**config.mk**
```make
export PLATFORM = sky130hd
export DESIGN_NAME = serial_loader_flat
export DESIGN_NICKNAME = d
export VERILOG_FILES = /design/src/rtl/serial_loader_if.sv /design/src/rtl/serial_loader.sv /design/src/flat_wrapper.sv
export SDC_FILE = /design/constraint.sdc
export NUM_CORES = 1
export LEC_CHECK = 0
export CORE_ASPECT_RATIO = 1.5
export CORE_MARGIN = 8
export CORE_UTILIZATION = 40
export CTS_BUF_LIST = sky130_fd_sc_hd__clkbuf_8 sky130_fd_sc_hd__clkbuf_16
export CTS_CLUSTER_DIAMETER = 120
export DETAILED_ROUTE_END_ITERATION = 10
export PLACE_DENSITY_LB_ADDON = 0.15
export SLEW_MARGIN = 30
export SYNTH_ARGS = -nofsm -noshare
export SYNTH_HDL_FRONTEND = slang
export SYNTH_SLANG_ARGS = --single-unit
```
**constraint.sdc**
```tcl
create_clock -name clk -period 2.7 [get_ports clk]
set_input_delay 0.405 -clock clk [delete_from_list [all_inputs] [get_ports clk]]
set_output_delay 0.405 -clock clk [all_outputs]
set_load 0.005 [all_outputs]
```
**src/rtl/serial_loader_if.sv**
```systemverilog
// ============================================================================
// Module      : serial_loader_if
// Description : UART, RAM write-port and CPU-control bundle for serial_loader.
// Revision    : 1.0 - initial release
// ============================================================================
`default_nettype none

interface serial_loader_if;
    logic       received;
    logic [7:0] rx_byte;
    logic [7:0] tx_byte;
    logic       transmit;
    logic       is_transmitting;
    logic [8:0] waddr;
    logic [7:0] dwrite;
    logic       write_en;
    logic [8:0] startaddr;
    logic       cpu_start;
    logic       halted;
    logic       cpu_running;
    logic       frame_err;

    // master: the loader itself
    modport master (
        input  received, rx_byte, is_transmitting, halted,
        output tx_byte, transmit, waddr, dwrite, write_en,
               startaddr, cpu_start, cpu_running, frame_err
    );

    // slave: UART, RAM and CPU around the loader
    modport slave (
        output received, rx_byte, is_transmitting, halted,
        input  tx_byte, transmit, waddr, dwrite, write_en,
               startaddr, cpu_start, cpu_running, frame_err
    );
endinterface

`default_nettype wire

```
**src/rtl/serial_loader.sv**
```systemverilog
// ============================================================================
// Module      : serial_loader
// Description : UART frame parser that loads program bytes into RAM, starts
//               the CPU and acknowledges completion. Optional inter-byte
//               timeout enabled by defining SERIAL_LOADER_TIMEOUT_EN.
// Revision    : 1.0 - initial release
// ============================================================================
`default_nettype none

module serial_loader #(
    parameter int TIMEOUT_CYCLES = 12000000
) (
    input  wire logic       clk,
    input  wire logic       rst,
    serial_loader_if.master bus
);

    localparam logic [3:0] c_IDLE   = 4'd0;
    localparam logic [3:0] c_L_AH   = 4'd1;
    localparam logic [3:0] c_L_AL   = 4'd2;
    localparam logic [3:0] c_L_LEN  = 4'd3;
    localparam logic [3:0] c_L_DATA = 4'd4;
    localparam logic [3:0] c_G_AH   = 4'd5;
    localparam logic [3:0] c_G_AL   = 4'd6;
    localparam logic [3:0] c_START  = 4'd7;
    localparam logic [3:0] c_RUN    = 4'd8;
    localparam logic [3:0] c_ACK    = 4'd9;

    localparam logic [7:0] c_CMD_LOAD = 8'h4C;
    localparam logic [7:0] c_CMD_GO   = 8'h47;
    localparam logic [7:0] c_HALT_ACK = 8'h48;

    logic [3:0] r_state;
    logic [8:0] r_addr;
    logic [8:0] r_cnt;
    logic [7:0] r_csum;
    logic       r_go_ah;
    logic [7:0] r_tx_byte;
    logic       r_transmit;
    logic [8:0] r_waddr;
    logic [7:0] r_dwrite;
    logic       r_write_en;
    logic [8:0] r_startaddr;
    logic       r_cpu_start;
    logic       r_cpu_running;
    logic       r_frame_err;
    logic [7:0] w_sum;
    logic       w_timeout;

    assign w_sum = r_csum + bus.rx_byte;

`ifdef SERIAL_LOADER_TIMEOUT_EN
    logic [31:0] r_tmo;
    logic        w_timed;

    assign w_timed = (r_state >= c_L_AH) && (r_state <= c_G_AL);
    assign w_timeout = w_timed && !bus.received &&
                       (r_tmo == 32'(TIMEOUT_CYCLES - 1));

    // Held at zero outside the frame-body states, so any entry starts fresh
    always_ff @(posedge clk or negedge rst) begin
        if (!rst) begin
            r_tmo <= 32'd0;
        end else if (!w_timed || bus.received) begin
            r_tmo <= 32'd0;
        end else begin
            r_tmo <= r_tmo + 32'd1;
        end
    end
`else
    assign w_timeout = 1'b0;

    // Parameter kept so both builds share one instantiation signature
    if (TIMEOUT_CYCLES > 0) begin : g_no_timeout
    end
`endif

    always_ff @(posedge clk or negedge rst) begin
        if (!rst) begin
            r_state       <= c_IDLE;
            r_addr        <= 9'd0;
            r_cnt         <= 9'd0;
            r_csum        <= 8'd0;
            r_go_ah       <= 1'b0;
            r_tx_byte     <= 8'd0;
            r_transmit    <= 1'b0;
            r_waddr       <= 9'd0;
            r_dwrite      <= 8'd0;
            r_write_en    <= 1'b0;
            r_startaddr   <= 9'd0;
            r_cpu_start   <= 1'b0;
            r_cpu_running <= 1'b0;
            r_frame_err   <= 1'b0;
        end else begin
            r_transmit  <= 1'b0;
            r_write_en  <= 1'b0;
            r_cpu_start <= 1'b0;
            r_frame_err <= 1'b0;
            case (r_state)
                c_IDLE: if (bus.received) begin
                    if (bus.rx_byte == c_CMD_LOAD)    r_state <= c_L_AH;
                    else if (bus.rx_byte == c_CMD_GO) r_state <= c_G_AH;
                    else                              r_frame_err <= 1'b1;
                end
                c_L_AH: if (bus.received) begin
                    r_addr[8] <= bus.rx_byte[0];
                    r_state   <= c_L_AL;
                end
                c_L_AL: if (bus.received) begin
                    r_addr[7:0] <= bus.rx_byte;
                    r_state     <= c_L_LEN;
                end
                c_L_LEN: if (bus.received) begin
                    r_cnt   <= (bus.rx_byte == 8'd0) ? 9'd256 : {1'b0, bus.rx_byte};
                    r_csum  <= 8'd0;
                    r_state <= c_L_DATA;
                end
                c_L_DATA: if (bus.received) begin
                    r_waddr    <= r_addr;
                    r_dwrite   <= bus.rx_byte;
                    r_write_en <= 1'b1;
                    r_csum     <= w_sum;
                    r_addr     <= r_addr + 9'd1;
                    r_cnt      <= r_cnt - 9'd1;
                    if (r_cnt == 9'd1) begin
                        r_tx_byte <= w_sum;
                        r_state   <= c_ACK;
                    end
                end
                c_G_AH: if (bus.received) begin
                    r_go_ah <= bus.rx_byte[0];
                    r_state <= c_G_AL;
                end
                c_G_AL: if (bus.received) begin
                    r_startaddr <= {r_go_ah, bus.rx_byte};
                    r_state     <= c_START;
                end
                c_START: begin
                    r_cpu_start   <= 1'b1;
                    r_cpu_running <= 1'b1;
                    r_state       <= c_RUN;
                end
                c_RUN: if (bus.halted) begin
                    r_cpu_running <= 1'b0;
                    r_tx_byte     <= c_HALT_ACK;
                    r_state       <= c_ACK;
                end
                c_ACK: if (!bus.is_transmitting) begin
                    r_transmit <= 1'b1;
                    r_state    <= c_IDLE;
                end
                default: r_state <= c_IDLE;
            endcase
            if (w_timeout) begin
                r_frame_err <= 1'b1;
                r_state     <= c_IDLE;
            end
        end
    end

    assign bus.tx_byte     = r_tx_byte;
    assign bus.transmit    = r_transmit;
    assign bus.waddr       = r_waddr;
    assign bus.dwrite      = r_dwrite;
    assign bus.write_en    = r_write_en;
    assign bus.startaddr   = r_startaddr;
    assign bus.cpu_start   = r_cpu_start;
    assign bus.cpu_running = r_cpu_running;
    assign bus.frame_err   = r_frame_err;

endmodule

`default_nettype wire

```
**src/flat_wrapper.sv**
```systemverilog
// flat-port wrapper written by rule: the top's interface ports become plain ports
module serial_loader_flat 
#(
    parameter int TIMEOUT_CYCLES = 12000000
)
  (clk, rst, bus_received, bus_rx_byte, bus_is_transmitting, bus_halted, bus_tx_byte, bus_transmit, bus_waddr, bus_dwrite, bus_write_en, bus_startaddr, bus_cpu_start, bus_cpu_running, bus_frame_err);
  serial_loader_if bus_i ();
  input  wire logic clk;
  input  wire logic rst;
  input wire logic [$bits(bus_i.received)-1:0] bus_received;
  input wire logic [$bits(bus_i.rx_byte)-1:0] bus_rx_byte;
  input wire logic [$bits(bus_i.is_transmitting)-1:0] bus_is_transmitting;
  input wire logic [$bits(bus_i.halted)-1:0] bus_halted;
  output wire logic [$bits(bus_i.tx_byte)-1:0] bus_tx_byte;
  output wire logic [$bits(bus_i.transmit)-1:0] bus_transmit;
  output wire logic [$bits(bus_i.waddr)-1:0] bus_waddr;
  output wire logic [$bits(bus_i.dwrite)-1:0] bus_dwrite;
  output wire logic [$bits(bus_i.write_en)-1:0] bus_write_en;
  output wire logic [$bits(bus_i.startaddr)-1:0] bus_startaddr;
  output wire logic [$bits(bus_i.cpu_start)-1:0] bus_cpu_start;
  output wire logic [$bits(bus_i.cpu_running)-1:0] bus_cpu_running;
  output wire logic [$bits(bus_i.frame_err)-1:0] bus_frame_err;
  assign bus_i.received = bus_received;
  assign bus_i.rx_byte = bus_rx_byte;
  assign bus_i.is_transmitting = bus_is_transmitting;
  assign bus_i.halted = bus_halted;
  assign bus_tx_byte = bus_i.tx_byte;
  assign bus_transmit = bus_i.transmit;
  assign bus_waddr = bus_i.waddr;
  assign bus_dwrite = bus_i.dwrite;
  assign bus_write_en = bus_i.write_en;
  assign bus_startaddr = bus_i.startaddr;
  assign bus_cpu_start = bus_i.cpu_start;
  assign bus_cpu_running = bus_i.cpu_running;
  assign bus_frame_err = bus_i.frame_err;
  serial_loader #(.TIMEOUT_CYCLES(TIMEOUT_CYCLES)) u_core (.clk(clk), .rst(rst), .bus(bus_i));
endmodule
```
==> results of run 1 <==
==> cell families after synthesis <==
kind of cell               count (synthesis)
AOI/OAI and AO/OA                        103
xor gates and xnor gates                   7
adders and majority gates                 11
buffers and inverters                     30
DFF                                       70
muxes                                     11
and+or+nand+nor                          169
==> routing by layer <==
layer / routed length (um) / GRT usage
met1: 4190 / 0.196
met3: 430 / 0.0380
met5: 0 / 0
met2: 5310 / 0.282
met4: 274 / 0.0811
==> worst max-delay path by stage <==
stage,endpoint,slack (ps),depth (start not counted)
2_1_floorplan,u_core.bus.tx_byte[6],800,7
3_3_place_gp,u_core.bus.tx_byte[6],130,8
3_5_place_dp,u_core.bus.tx_byte[6],130,8
4_1_cts,u_core.bus.tx_byte[6],460,8
5_1_grt,u_core.bus.tx_byte[6],340,8
6_report,u_core.bus.tx_byte[6],450,8
==> where the power goes <==
group	switching [mW]	total [mW]	internal [mW]
sequential	0.355	1.86	1.50
combinational	1.23	2.41	1.19
clock	0.465	1.28	0.811
total	2.05	5.55	3.50
==> layout make-up <==
| type | count | area, sq um | share of cell area |
|---|---|---|---|
| Clock inverter | 7 | 97.6 | 0.0207 |
| Tap cell | 112 | 140 | 0.0298 |
| Multi-Input combinational cell | 301 | 1800 | 0.381 |
| Timing Repair Buffer | 74 | 678 | 0.144 |
| Sequential cell | 70 | 1750 | 0.372 |
| Clock buffer | 9 | 225 | 0.0478 |
| Inverter | 5 | 18.8 | 0.00399 |
==> stage by stage <==
stage	hold slack, ps	worst slack (ps)	std cells
after global placement	431	135	562
after detailed placement	432	132	562
after CTS	65.7	464	578
after global routing	83.9	342	578
after floorplan	109	805	401
final	52.1	452	578
==> flip-flops by register name, summed over array words and instances, names as in the netlist <==
| register | count |
|---|---|
| u_core.bus.dwrite | 8 |
| u_core.r_state | 4 |
| u_core.bus.cpu_start | 1 |
| u_core.r_cnt | 9 |
| u_core.r_go_ah | 1 |
| u_core.r_csum | 8 |
| u_core.bus.waddr | 9 |
| u_core.bus.cpu_running | 1 |
| u_core.bus.frame_err | 1 |
| u_core.bus.transmit | 1 |
| u_core.bus.write_en | 1 |
| u_core.bus.startaddr | 9 |
| u_core.bus.tx_byte | 8 |
| u_core.r_addr | 9 |
==> Yosys cell counts, types with 5 or more instances <==
| library cell | n | share of area |
|---|---|---|
| a21o_1 | 6 | 0.012 |
| a21oi_1 | 29 | 0.039 |
| a22o_1 | 5 | 0.012 |
| buf_6 | 5 | 0.015 |
| clkbuf_1 | 15 | 0.015 |
| dfrtp_1 | 70 | 0.47 |
| ha_1 | 10 | 0.034 |
| inv_1 | 5 | 0.0051 |
| mux2_2 | 10 | 0.030 |
| nand2_1 | 81 | 0.082 |
| nand2b_1 | 6 | 0.010 |
| nand3_1 | 6 | 0.0081 |
| nor2_1 | 34 | 0.034 |
| nor3_1 | 10 | 0.014 |
| o21ai_0 | 27 | 0.036 |
| o31ai_1 | 6 | 0.012 |
| xnor2_1 | 5 | 0.012 |
==> worst max-delay path, cell delays in order <==
cell             delay (ps)
clkdlybuf4s50_1         480
ha_1                    260
fa_1                    450
a211oi_1                230
o21bai_1                110
a21oi_1                 170
xor2_1                  200
a32oi_1                 120
==> cells in the final DEF (no fill, tap or decap), drive strengths merged, types with 3 or more instances in the layout <==
cell	n
a211oi	3
a21o	6
a21oi	29
a22o	5
and2	3
and3	3
buf	24
clkbuf	9
clkdlybuf4s50	50
dfrtp	70
ha	10
inv	6
mux2	10
nand2	81
nand2b	6
nand3	6
nand4	3
nor2	34
nor3	10
nor4	5
o21ai	33
o22ai	4
o31ai	6
or3	4
xnor2	5
==> impl_results.md, run 1 <==
* Status: completed
* Share of cells above drive strength 1 at 0.129
* Clock Latency Late Sink at between 300 and 400 ps
* Drt wl/cell at between 15 and 20 um
* Initial drt markers at 84
* Mapped cell area at 3710 sq um
* Synth cell types at between 50 and 60
* Compound-gate portion of the synthesized area at 0.178
* Seq/Total Area, Yosys at 0.473
* CTS sink count at 70
* Area grow syn2layout at 27.0%
* # port buffers at 51
* Gpl congestion at 0.901
* P_leak at 2.11 nW
* Minimum clock period at ~2200 ps
* Max Root-Sink Buffers at 2
* CP Launch Type: input port
* Vias at around 3200
* Cts hold-fix bufs at 0
* Hold Path Class: input port to async pin
* Die area at approximately 13000 sq um
* # diodes at 0
* Non-Filler Cell Area, Final at 4710 sq um
* Power Dens Cells at roughly 1200 nW/um^2
* Worst Tran Pin Value at 821 ps
* Num CTS Buffers at 9
* Crit end category: register
* Critical path class: input port to register
* Final antenna-violating net count at 0
* R2r startpoint: u_core.r_cnt[6]
* Vias per Instance at between 5 and 6
* Max-Cap Viols at 0
* First-pass GRT wire length at 16.6 mm
* Crit path arrival time at roughly 2400 ps
* Die W at around 95 um
* CP Launch Point: bus_rx_byte[0]
* Tot GR Track Use at 0.169
* Post-synthesis register bit count at 70
* Crit Path Max Fanout at 3
* Num rows at 43
* Drt pass-1 iters at 4
* Vias in the first global route at 3164
* Placed Area at approximately 4400 sq um
* Ports at 52
* CTS Root Buffer Type: clkbuf_16
* Total Power at ~5.5 mW
* Most used flip-flop cell after synthesis: dfrtp_1
* EDFF count, synth at 0
* Highest clock rate at approximately 440 MHz
* CTS H-Tree Depth at 3
* Initial antenna violation count at 0
* Clock transition at path regs at roughly 60 ps
* Dominant combinational cell family by area after synthesis: simple AND/OR/NAND/NOR gates
* Clock skew at between 6 and 7 ps
* R2r endpoint: u_core.r_state[1]
* TritonCTS clock tree: done
* Die Y at between 100 and 150 um
* Core footprint at between 9000 and 10000 sq um
* Post-Synth Adder-Cell Area at 0.0392
* Data required time of the worst path at 2890 ps
* Starting Density at 0.405
* Mux contribution to synthesized area at 0.0331
* Period utilisation layout at 0.833
* Final TNS setup at 0 ps
* Setup Buffers After CTS at 0
* Final hold vios at 0
* Fin. max-slew vios at 0
* Syn nets at between 400 and 500
* Largest net degree at the start of global routing at 29
* YS warnings at 0
* Ys async rst share at 1.00
* Total wire length at roughly 10 mm
* # DRC at 0
* Final core utilization at 0.515
* Syn avg cell area at 9.24 sq um
* XOR/XNOR Fraction of Synth Area at 0.0165
* Post-CTS resize count at 0
* Synth Area in Simple Gates at 0.218
* Reg2Reg Setup Slack at roughly 600 ps
* R2R depth at 5
* # fillers at between 800 and 900
* RSZ-0062 raised after global routing: false
* Rel. slew slack at 0.453
* GR Overflow Total at 0
* # nets final at between 400 and 500
* Post-Syn Instances at ~400
* Setup Viol. Count Final at 0
* Peak VDD IR at approximately 0.49 mV
* Post-DP HPWL at around 7.5 mm
Power figures use the tool's default switching activity.
==> inputs of run 2 (changes only) <==
==> constraint.sdc (replaced) <==
create_clock -name clk -period 2.3 [get_ports clk]
set_input_delay 0.345 -clock clk [delete_from_list [all_inputs] [get_ports clk]]
set_output_delay 0.345 -clock clk [all_outputs]
set_load 0.005 [all_outputs]
==> run 2 against run 1 <==
Via count up 0.51%. Critical path depth unchanged. Sequential cell count unchanged. Highest routed layer unchanged.
==> impl_results.md, run 2 (synthesis results as in run 1) <==
* Rel. slew slack at 0.627
* First-pass GRT wire length at ~16 mm
* Final hold vios at 0
* # port buffers at between 50 and 60
* Drt wl/cell at between 15 and 20 um
* Setup WS post-layout at around 190 ps
* Starting Density at 0.405
* Clock skew at roughly 6.5 ps
* Tot GR Track Use at 0.170
* CTS sink count at 70
* TritonCTS clock tree: done
* Commonest non-fill, non-tap cells in the layout: nand2_1 (81), dfrtp_1 (70), clkdlybuf4s50_1 (50), nor2_1 (34), a21oi_1 (29)
* GR Overflow Total at 0
* Gpl congestion at ~0.89
* Vias per Instance at 5.44
* Setup Buffers After CTS at 0
* Total wire length at ~10 mm
* CTS H-Tree Depth at 3
* RSZ-0062 raised after global routing: false
* # nets final at 490
* Period utilisation layout at 0.919
* # DRC at 0
* Final core utilization at 0.520
* Die W at between 90 and 100 um
* Die area at ~13000 sq um
* CP Launch Type: input port
* Clock Latency Late Sink at 340 ps
* Share of cells above drive strength 1 at 0.136
* Num CTS Buffers at 9
* Clock transition at path regs at 60 ps
* Initial drt markers at between 100 and 150
* Worst Tran Pin Value at about 560 ps
* Initial antenna violation count at 0
* Data required time of the worst path at roughly 2500 ps
* Post-place setup slack at -172 ps
* Area grow syn2layout at 28.3%
* Hold Path Class: input port to async pin
* Crit path arrival time at 2300 ps
* Core footprint at roughly 9100 sq um
* Num rows at 43
* Fin cells at 582
* Placed Cells incl. Taps at 567
* # diodes at 0
* Post-CTS resize count at 0
* Crit Path Max Fanout at 2
* Die Y at approximately 130 um
* Post-DP HPWL at just over 7 mm
* Minimum clock period at 2110 ps
* Highest clock rate at 473 MHz
* Max Root-Sink Buffers at 2
* Ports at 52
* Largest net degree at the start of global routing at 71
* Fin. max-slew vios at 0
* Peak VDD IR at between 0.5 and 0.6 mV
* Worst Hold Slack at 20.0 ps
* Crit end category: register
* Power Dens Cells at between 1000 and 1500 nW/um^2
* Status: completed
* P_leak at 2.15 nW
* Setup Viol. Count Final at 0
* Vias in the first global route at about 3200
* Drt pass-1 iters at 5
* Max-Cap Viols at 0
* Cts hold-fix bufs at 0
* Commonest non-fill, non-tap cell in the layout: nand2_1
* CTS Root Buffer Type: clkbuf_16
* Critical path class: input port to register
* Final antenna-violating net count at 0
* Reg2Reg Setup Slack at around 260 ps
* Vias at approximately 3200
==> run 2: cell types whose count changed in the layout (fill, tap and decap cells not counted), sizes merged <==
cell | before | now
clkbuf | 9 | 12
clkinvlp | 2 | 1
bufinv | 2 | 1
inv | 6 | 5
buf | 24 | 29
clkinv | 2 | 1
==> run 2: stage by stage <==
step	setup TNS [ps]	total power, mW	cell area [sq um]
6_report	0	6.50	4760
5_1_grt	0	6.99	4760
4_1_cts	0	6.56	4760
3_5_place_dp	-777	5.09	4450
3_3_place_gp	-570	5.03	4450
2_1_floorplan	0	3.96	3710
==> run 2: worst max-delay path, cell delays in order <==
cell,delay (ps)
clkdlybuf4s50_1,470
ha_1,260
fa_1,420
a211oi_1,220
o21bai_1,110
a21oi_1,170
xor2_1,190
a32oi_1,110
==> run 2: layout make-up <==
class / count / area [sq um]
inverters: 5 / 18.8
flip-flops and latches: 70 / 1750
fillers: 862 / 4390
clock buffers: 12 / 267
multi-input cells: 301 / 1800
repair buffers: 79 / 741
well taps: 112 / 140
clock inverters: 3 / 42.5
==> run 2: layer usage <==
layer | vias to the layer above | part of all wire | track usage
met4 | 0 | 0.034 | 0.110
met3 | 19 | 0.048 | 0.0291
li1 | 1535 | - | -
met5 | - | 0 | 0
met1 | 1530 | 0.41 | 0.195
met2 | 84 | 0.51 | 0.280
==> run 2: path summary, 6_finish.rpt <==
check                                             end  depth (start not counted)           startpoint
worst max-delay path            u_core.bus.tx_byte[6]                          8       bus_rx_byte[0]
worst min-delay path                 u_core.r_addr[4]                          2                  rst
worst max register to register  u_core.bus.tx_byte[5]                          4      u_core.r_cnt[6]
worst min register to register    u_core.bus.waddr[5]                          2  u_core.bus.waddr[5]
max in group asynchronous           u_core.r_state[2]                          2                  rst
min in group clk                  u_core.bus.waddr[5]                          2  u_core.bus.waddr[5]
==> run 2: where the power goes <==
group | internal [mW] | switching, mW
combinational | 1.44 | 1.43
clock | 0.920 | 0.520
sequential | 1.77 | 0.415
